--- src/rtl/noc_replay_pkg.sv ---
// Shared types and helpers for the link-level replay buffer.
package noc_replay_pkg;

  typedef enum logic [1:0] {
    StStream,
    StReplay,
    StFail
  } replay_state_e;

  localparam int unsigned RetryCntW = 4;

  // True when seq lies in [lo, hi) on a circular sequence space of seq_w bits.
  function automatic logic seq_in_window(input logic [31:0] seq,
                                         input logic [31:0] lo,
                                         input logic [31:0] hi,
                                         input int unsigned seq_w);
    logic [31:0] mask;
    logic [31:0] off;
    logic [31:0] span;
    mask = (32'd1 << seq_w) - 32'd1;
    off  = (seq - lo) & mask;
    span = (hi - lo) & mask;
    return off < span;
  endfunction

endpackage

--- src/rtl/noc_replay_ram.sv ---
// Flit storage: one synchronous write port, one asynchronous read port.
module noc_replay_ram #(
  parameter  int unsigned DATA_W = 64,
  parameter  int unsigned DEPTH  = 16,
  localparam int unsigned PTR_W  = $clog2(DEPTH)
) (
  input  logic              clk_i,
  input  logic              we_i,
  input  logic [PTR_W-1:0]  waddr_i,
  input  logic [DATA_W-1:0] wdata_i,
  input  logic [PTR_W-1:0]  raddr_i,
  output logic [DATA_W-1:0] rdata_o
);

  logic [DATA_W-1:0] mem_q [DEPTH];

  always_ff @(posedge clk_i) begin
    if (we_i) begin
      mem_q[waddr_i] <= wdata_i;
    end
  end

  assign rdata_o = mem_q[raddr_i];

endmodule

--- src/rtl/noc_replay_buffer.sv ---
// Go-back-N replay buffer: holds every sent flit until cumulatively acked and
// rewinds to the oldest unacked flit on a rising edge of retry_req.
module noc_replay_buffer
  import noc_replay_pkg::*;
#(
  parameter  int unsigned DATA_W    = 64,
  parameter  int unsigned DEPTH     = 16,
  parameter  int unsigned MAX_RETRY = 3,
  localparam int unsigned PTR_W     = $clog2(DEPTH),
  localparam int unsigned SEQ_W     = PTR_W + 1
) (
  input  logic              clk_1p6ghz,
  input  logic              rst,
  input  logic              in_valid,
  input  logic [DATA_W-1:0] in_data,
  output logic              in_ready,
  output logic              out_valid,
  output logic [DATA_W-1:0] out_data,
  output logic [SEQ_W-1:0]  out_seq,
  input  logic              out_ready,
  input  logic              ack_valid,
  input  logic [SEQ_W-1:0]  ack_seq,
  input  logic              retry_req,
  output logic              retry_busy,
  output logic              retry_fail,
  output logic [SEQ_W-1:0]  occupancy
);

  logic [SEQ_W-1:0]     head_q, head_d;
  logic [SEQ_W-1:0]     send_q, send_d;
  logic [SEQ_W-1:0]     tail_q, tail_d;
  logic [SEQ_W-1:0]     end_q, end_d;
  logic [RetryCntW-1:0] cnt_q, cnt_d;
  logic                 retry_q;
  replay_state_e        state_q, state_d;

  logic                 wr_en;
  logic                 tx_en;
  logic                 ack_ok;
  logic                 retry_ev;
  logic [SEQ_W-1:0]     send_post;
  logic [RetryCntW-1:0] cnt_post;

  assign occupancy  = tail_q - head_q;
  assign in_ready   = (occupancy != SEQ_W'(DEPTH));
  assign out_valid  = (send_q != tail_q) && (state_q != StFail);
  assign out_seq    = send_q;
  assign retry_busy = (state_q == StReplay);
  assign retry_fail = (state_q == StFail);

  assign wr_en    = in_valid & in_ready;
  assign tx_en    = out_valid & out_ready;
  assign retry_ev = retry_req & ~retry_q;
  assign ack_ok   = ack_valid &
                    seq_in_window(32'(ack_seq), 32'(head_q), 32'(send_q), SEQ_W);

  noc_replay_ram #(
    .DATA_W (DATA_W),
    .DEPTH  (DEPTH)
  ) u_ram (
    .clk_i   (clk_1p6ghz),
    .we_i    (wr_en),
    .waddr_i (tail_q[PTR_W-1:0]),
    .wdata_i (in_data),
    .raddr_i (send_q[PTR_W-1:0]),
    .rdata_o (out_data)
  );

  always_comb begin
    tail_d    = tail_q;
    end_d     = end_q;
    state_d   = state_q;
    send_post = tx_en ? send_q + SEQ_W'(1) : send_q;
    head_d    = ack_ok ? ack_seq + SEQ_W'(1) : head_q;
    cnt_post  = ack_ok ? '0 : cnt_q;
    send_d    = send_post;
    cnt_d     = cnt_post;

    if (wr_en) begin
      tail_d = tail_q + SEQ_W'(1);
    end

    // Ack is folded in first so a rewind targets the post-ack head; a flit
    // handshaked on the retry edge counts as sent before being rewound.
    unique case (state_q)
      StStream: begin
        if (retry_ev) begin
          if (cnt_post == RetryCntW'(MAX_RETRY)) begin
            state_d = StFail;
          end else if (head_d != send_post) begin
            send_d  = head_d;
            end_d   = send_post;
            cnt_d   = cnt_post + RetryCntW'(1);
            state_d = StReplay;
          end
        end
      end
      StReplay: begin
        if (retry_ev && (cnt_post == RetryCntW'(MAX_RETRY))) begin
          state_d = StFail;
        end else if (retry_ev && (head_d != send_post)) begin
          send_d = head_d;
          cnt_d  = cnt_post + RetryCntW'(1);
        end else if (tx_en && (send_post == end_q)) begin
          state_d = StStream;
        end
      end
      StFail: begin
        state_d = StFail;
      end
      default: begin
        state_d = StStream;
      end
    endcase
  end

  always_ff @(posedge clk_1p6ghz) begin
    if (rst) begin
      head_q  <= '0;
      send_q  <= '0;
      tail_q  <= '0;
      end_q   <= '0;
      cnt_q   <= '0;
      retry_q <= 1'b0;
      state_q <= StStream;
    end else begin
      head_q  <= head_d;
      send_q  <= send_d;
      tail_q  <= tail_d;
      end_q   <= end_d;
      cnt_q   <= cnt_d;
      retry_q <= retry_req;
      state_q <= state_d;
    end
  end

endmodule

--- config.mk ---
export PLATFORM = sky130hd
export DESIGN_NAME = noc_replay_buffer
export DESIGN_NICKNAME = d
export VERILOG_FILES = /design/src/rtl/noc_replay_pkg.sv /design/src/rtl/noc_replay_ram.sv /design/src/rtl/noc_replay_buffer.sv
export SDC_FILE = /design/constraint.sdc
export NUM_CORES = 1
export LEC_CHECK = 0
export BUFFER_PORTS_ARGS = -buffer_cell sky130_fd_sc_hd__buf_4
export CORE_MARGIN = 4
export CORE_UTILIZATION = 45
export DETAILED_ROUTE_END_ITERATION = 12
export HOLD_SLACK_MARGIN = 0.06
export PLACE_DENSITY_LB_ADDON = 0.2
export SYNTH_ARGS = -nofsm -noshare
export SYNTH_HDL_FRONTEND = slang
export SYNTH_SLANG_ARGS = --single-unit
--- constraint.sdc ---
create_clock -name clk_1p6ghz -period 9.3 [get_ports clk_1p6ghz]
set_input_delay 1.86 -clock clk_1p6ghz [delete_from_list [all_inputs] [get_ports clk_1p6ghz]]
set_output_delay 1.86 -clock clk_1p6ghz [all_outputs]
set_load 0.1 [all_outputs]
# [Yosys cells after proc, flatten, opt, wreduce, memory -nomap -nowiden]
# Memory sizes are Yosys's and may differ from the RTL's. A register that Yosys moved wholly into a read port is not among the register bits.
# Index checks and enable logic that the tools add are counted.
[totals] inputBits=75 ramBits=1024 out_inout_bits=78 reg_bits=27 mem_count=1 elab_cells=66
[mem_list] memory="u_ram.mem_q" words=16 word_bits=64 read_ports=1 rd_clocked_by_memory_dff=1 write_ports=1 line_no="noc_replay_ram.sv:15" source="logic [DATA_W-1:0] mem_q [DEPTH];"
[classes] eq_ne=12 muxes=25 order_cmp=1 bitwise_logic=6 n_addsub=7 reduce_logical=7
[ops] cell="$mux 5" n=7
[ops] cell="$mux 4" n=7
[ops] cell="$add 5x1->5 const B" n=3
[ops] cell="$sub 5x5->5" n=3
[ops] cell="$mux 2" n=6
[ops] cell="$ne 5x5->1" n=2
[ops] cell="$pmux 5 s2" n=1
[ops] cell="$pmux 4 s2" n=1
[ops] cell="$reduce_and 4->1" n=2
[ops] cell="$ne 3x3->1 const B" n=2
[ops] cell="$pmux 2 s3" n=1
[ops] cell="$eq 5x5->1" n=1
[ops] cell="$lt 5x5->1" n=1
[ops] cell="$ne 5x5->1 const B" n=1
[ops] cell="$add 4x1->4 const B" n=1
[ops] cell="$and 1x1->1" n=4
[ops] cell="$eq 4x2->1 const B" n=1
[ops] cell="$logic_and 1x1->1" n=4
[ops] cell="$ne 2x2->1 const B" n=2
[ops] cell="$ne 3x1->1 const B" n=1
[ops] cell="$eq 2x1->1 const B" n=1
[ops] cell="$eq 2x2->1 const B" n=1
[ops] cell="$logic_not 2->1" n=1
[ops] cell="$mux 1" n=2
[ops] cell="$not 1->1" n=2

# [Longest topological paths before layout]
[logic_depth] ltp_word=10 ltp_mapped=20 depth_no_buf=19

# [Hierarchy]
# Synthesis repeated with hierarchy kept, for this count alone.
[hier_totals] cells_unflattened=1829 area_unflattened_um2=40405.0
[modules_own_cells] mod="noc_replay_ram" seq_area_each_um2=30749.5 cells_each=1583 n_inst=1 area_each_um2=38300.5
[modules_own_cells] mod="noc_replay_buffer" seq_area_each_um2=540.5 cells_each=246 n_inst=1 area_each_um2=2104.5

# [Worst setup path before layout]
# Ideal clock, no wire load.
[synth_path] path_type="reg2reg" startpoint="register tail_q[0]" endpoint="memory u_ram.mem_q[3][0], enable pin" n_path_buf=0 required_time_ps=8735 setup_time_ps=565 t_arrival_ps=7317 slack_ps=1418 path_stages_with_launch=11 synth_period_minus_slack_ps=7882 cell_sequence="dfxtp_1 > inv_1 > ha_1 > fa_1 > inv_1 > a21o_1 > a21oi_1 > xnor2_1 > a31oi_1 > nand2_1 > nor3_1"
[synth_via] elab_chain_cells=5
[synth_lines] element="start: declaration" line_no="noc_replay_buffer.sv:31" source="logic [SEQ_W-1:0] tail_q, tail_d;"
[synth_lines] element="start signal: assignment" line_no="noc_replay_buffer.sv:129" source="tail_q <= tail_d;"
[synth_lines] element="$sub 5x5->5" line_no="noc_replay_buffer.sv:44" source="assign occupancy = tail_q - head_q;"
[synth_lines] element="via occupancy[4]" line_no="noc_replay_buffer.sv:26" source="output logic [SEQ_W-1:0] occupancy"
[synth_lines] element="$ne 5x5->1" line_no="noc_replay_buffer.sv:45" source="assign in_ready = (occupancy != SEQ_W'(DEPTH));"
[synth_lines] element="$and 1x1->1" line_no="noc_replay_buffer.sv:51" source="assign wr_en = in_valid & in_ready;"
[synth_lines] element="$mux 1" line_no="noc_replay_ram.sv:18" source="if (we_i) begin"
[synth_lines] element="$mux 1 (not written as such)" line_no="noc_replay_ram.sv:19" source="mem_q[waddr_i] <= wdata_i;"
[synth_lines] element="end: declaration" line_no="noc_replay_ram.sv:15"
# The timed path passes the listed nets, and every way through them passes these cells.

==> flow_summary.yaml <==
setup_path:
  crit_path_start: "out_seq[2]"
  worstSetupPathType: "flop to output pin"
  r2r_end: "u_ram.mem_q[7][58]"
  path_depth: 6
  crit_family: "simple AND/OR/NAND/NOR gates"
  r2r_slack_ns: 4.45
  reg2reg_from: "tail_q[0]"
  crit_end: "out_data[0]"
  crit_chain: "nor2b_4 > buf_12 > a221oi_1 > a22oi_1 > nand2_1 > buf_4"
  crit_slowest_cell: "nor2b_4"
  reg2reg_depth: 11
  crit_buf_inv: 2
  cp.arrival_ns: 3.96
  start_kind: "flop"
  critical_path_required_ns: 7.44
  cp_slowest_stage_delay_ns: 1.10
  path_max_fanout: 77
  crit_path_end_kind: "output pin"
timing:
  fin_tns_setup_ns: 0
  hold_violations: 0
  rsz0062_at_grt: "false"
  slew_viol_final: 0
  maxClockFrequency_mhz: 172
  period_share: 0.625
  fin_skew_ns: 0.0171
  relSlewSlack: 0.169
  layout_min_cycle_time_ns: 5.82
  hold_ws_ns: 0.488
  worstMarginPinSlew_ns: 1.24
  finalSetupViolations: 0
routing:
  viasPerCell: 5.85
  num_vias: 21300
  first_pass_iters: 6
  wire_per_inst_um: 26.8
  postRouteWirelength_um: 97400
  ant_nets: 0
  route.detailed.drc: 0
  dr.first_iter.drc_count: 1911
yosys:
  synth-async-reset-ratio: 0
  synth_edf_count: 1024
  yosys_most_used_dff: "edfxtp_1"
  ys_seq_area_frac: 0.757
  syn_nets: 2291
  postSynthCellCount: 2190
  avgSynthCellArea_um2: 18.9
  yosysWarningCount: 0
  synth_seq_cells: 1051
  synth.distinct_cells: 58
  synth_area_um2: 41400
global_route:
  grt_antenna_before_repair: 8
  grt_overflow_total: 0
  grt_pass1_vias: 22000
  grtUsageTotal: 0.199
  grt_max_degree: 129
  grt_pass1_wl_um: 144000
floorplan:
  io_pins: 153
  dieArea_um2: 96800
  core.rowCount: 110
  die_w_um: 311
  start_util: 0.457
  coreArea_um2: 90600
  fp.dieH_um: 311
placed_design:
  portBuffers: 152
  placed_area_um2: 44000
  dp_hpwl_um: 48300
  place_congestion: 0.796
pwr:
  power.density_nw_per_um2: 311
  vdd_drop_max_v: 0.000341
  cellLeakagePower_nw: 15.1
clocking:
  cts_tree: "built"
  ctsHoldBuffers: 0
  cts.root.buffer_cell: "clkbuf_16"
  cts_resized: 0
  cts-buffers-inserted: 105
  clock_latency_ns: 0.66
  cts_num_sinks: 1051
  postCtsSetupBuffers: 0
  cts.clk_slew.worst_paths_ns: 0.06
  cts.path.max_buffers: 3
  cts_htree_levels: 3
outcome:
  outcome: "finished clean"
layout:
  nets: 2475
  drive_above_1_share: 0.227
  register_area_um2: 31300
  nFillCells: 7196
  fin_area_um2: 47200
  fin_util: 0.521
  multiInputGateArea_um2: 9640
  synthToLayoutAreaGrowth_pct: 14.2
worst_hold_path:
  min_path_cells: 1
  hold_class: "flop to flop"
run:
  drv_cap: 0
-- cell families (layout without fill, tap and decap cells) --
kind of cell,after synthesis,count (layout),synth area share
xor gates and xnor gates,35,35,0.00796
and+or+nand+nor,168,168,0.0178
AOI/OAI and AO/OA,378,378,0.0592
adders and majority gates,26,26,0.00841
other,0,4,0
muxes,395,395,0.137
buffers and inverters,137,406,0.0134
DFF,1051,1051,0.757
-- per-layer routing --
| layer | wire [um] | global-route usage | vias up |
|---|---|---|---|
| met3 | 5440 | 0.0330 | 152 |
| li1 | - | - | 9303 |
| met5 | 64 | 0 | - |
| met4 | 2240 | 0.0539 | 10 |
| met1 | 42500 | 0.278 | 11200 |
| met2 | 47200 | 0.327 | 596 |
-- sequential cells by signal (all words and copies together), names as in the netlist --
signal,count
head_q,5
end_q,5
u_ram.mem_q,1024
out_seq,5
retry_q,1
state_q,2
cnt_q,4
tail_q,5
-- per-stage QoR --
step / worst slack (ns) / cells / power, mW
final: 3.48 / 3639 / 14.7
after detailed placement: 3.67 / 3443 / 10.8
after global placement: 3.77 / 3443 / 10.8
after CTS: 3.43 / 3635 / 14.8
after floorplan: 1.42 / 2190 / 9.55
after global routing: 3.21 / 3636 / 15.3
-- cell type report --
class                   count  area share
well taps                1176      0.0312
diodes                      4    0.000212
flip-flops and latches   1051       0.663
multi-input cells        1002       0.204
inverters                  23     0.00183
clock buffers             131      0.0582
clock inverters            61      0.0100
repair buffers            191      0.0314
-- cells in the mapped netlist, drive strengths merged (27+ instances only) --
master / count / area share
mux2: 69 / 0.019
edfxtp: 1024 / 0.74
mux2i: 198 / 0.048
dfxtp: 27 / 0.013
a221oi: 64 / 0.014
nand2: 88 / 0.0080
mux4: 128 / 0.070
buf: 46 / 0.0051
nor2: 36 / 0.0033
o21ai: 135 / 0.016
a22oi: 64 / 0.012
a21oi: 82 / 0.010
clkbuf: 68 / 0.0062
-- layout by cell type, fill, tap and decap left out, drive strengths merged, types with 3 or more instances in the layout --
master and count:
mux2i 198, fa 3, nor2b 5, nand4 6, ha 23, and2 3
o311ai 5, clkinv 50, nand3 8, mux2 69, edfxtp 1024, o21ai 135
inv 24, clkbuf 131, a21o 6, and3 4, xor2 13, buf 191
a2111oi 3, or3 3, nor2 36, a21oi 82, nor3 8, clkinvlp 3
bufinv 7, xnor2 22, a221oi 64, nand2 88, a211oi 4, mux4 128
nand2b 6, a22oi 64, diode 4, dfxtp 27
-- where the power goes --
group	internal, mW	switching [mW]	total [mW]
clock	2.28	1.70	3.98
sequential	5.49	0.137	5.63
combinational	1.37	3.69	5.07
total	9.14	5.53	14.7
-- worst min path at each step --
| stage | to | startpoint |
|---|---|---|
| detailed placement | state_q[0] | state_q[1] |
| global route | state_q[0] | state_q[1] |
| CTS | state_q[0] | state_q[1] |
| finish | state_q[0] | state_q[1] |
| global placement | state_q[0] | state_q[1] |
| floorplan | state_q[0] | state_q[1] |
-- worst register-to-register path, delay by kind of cell (launching register included) --
kind	cells	cell delay, ns
and+or+nand+nor	2	1.34
AOI/OAI and AO/OA	3	0.80
adders and majority gates	2	0.63
buffers and inverters	3	1.07
xor gates and xnor gates	1	0.17
DFF	1	0.46
Power figures use the tool's default switching activity.
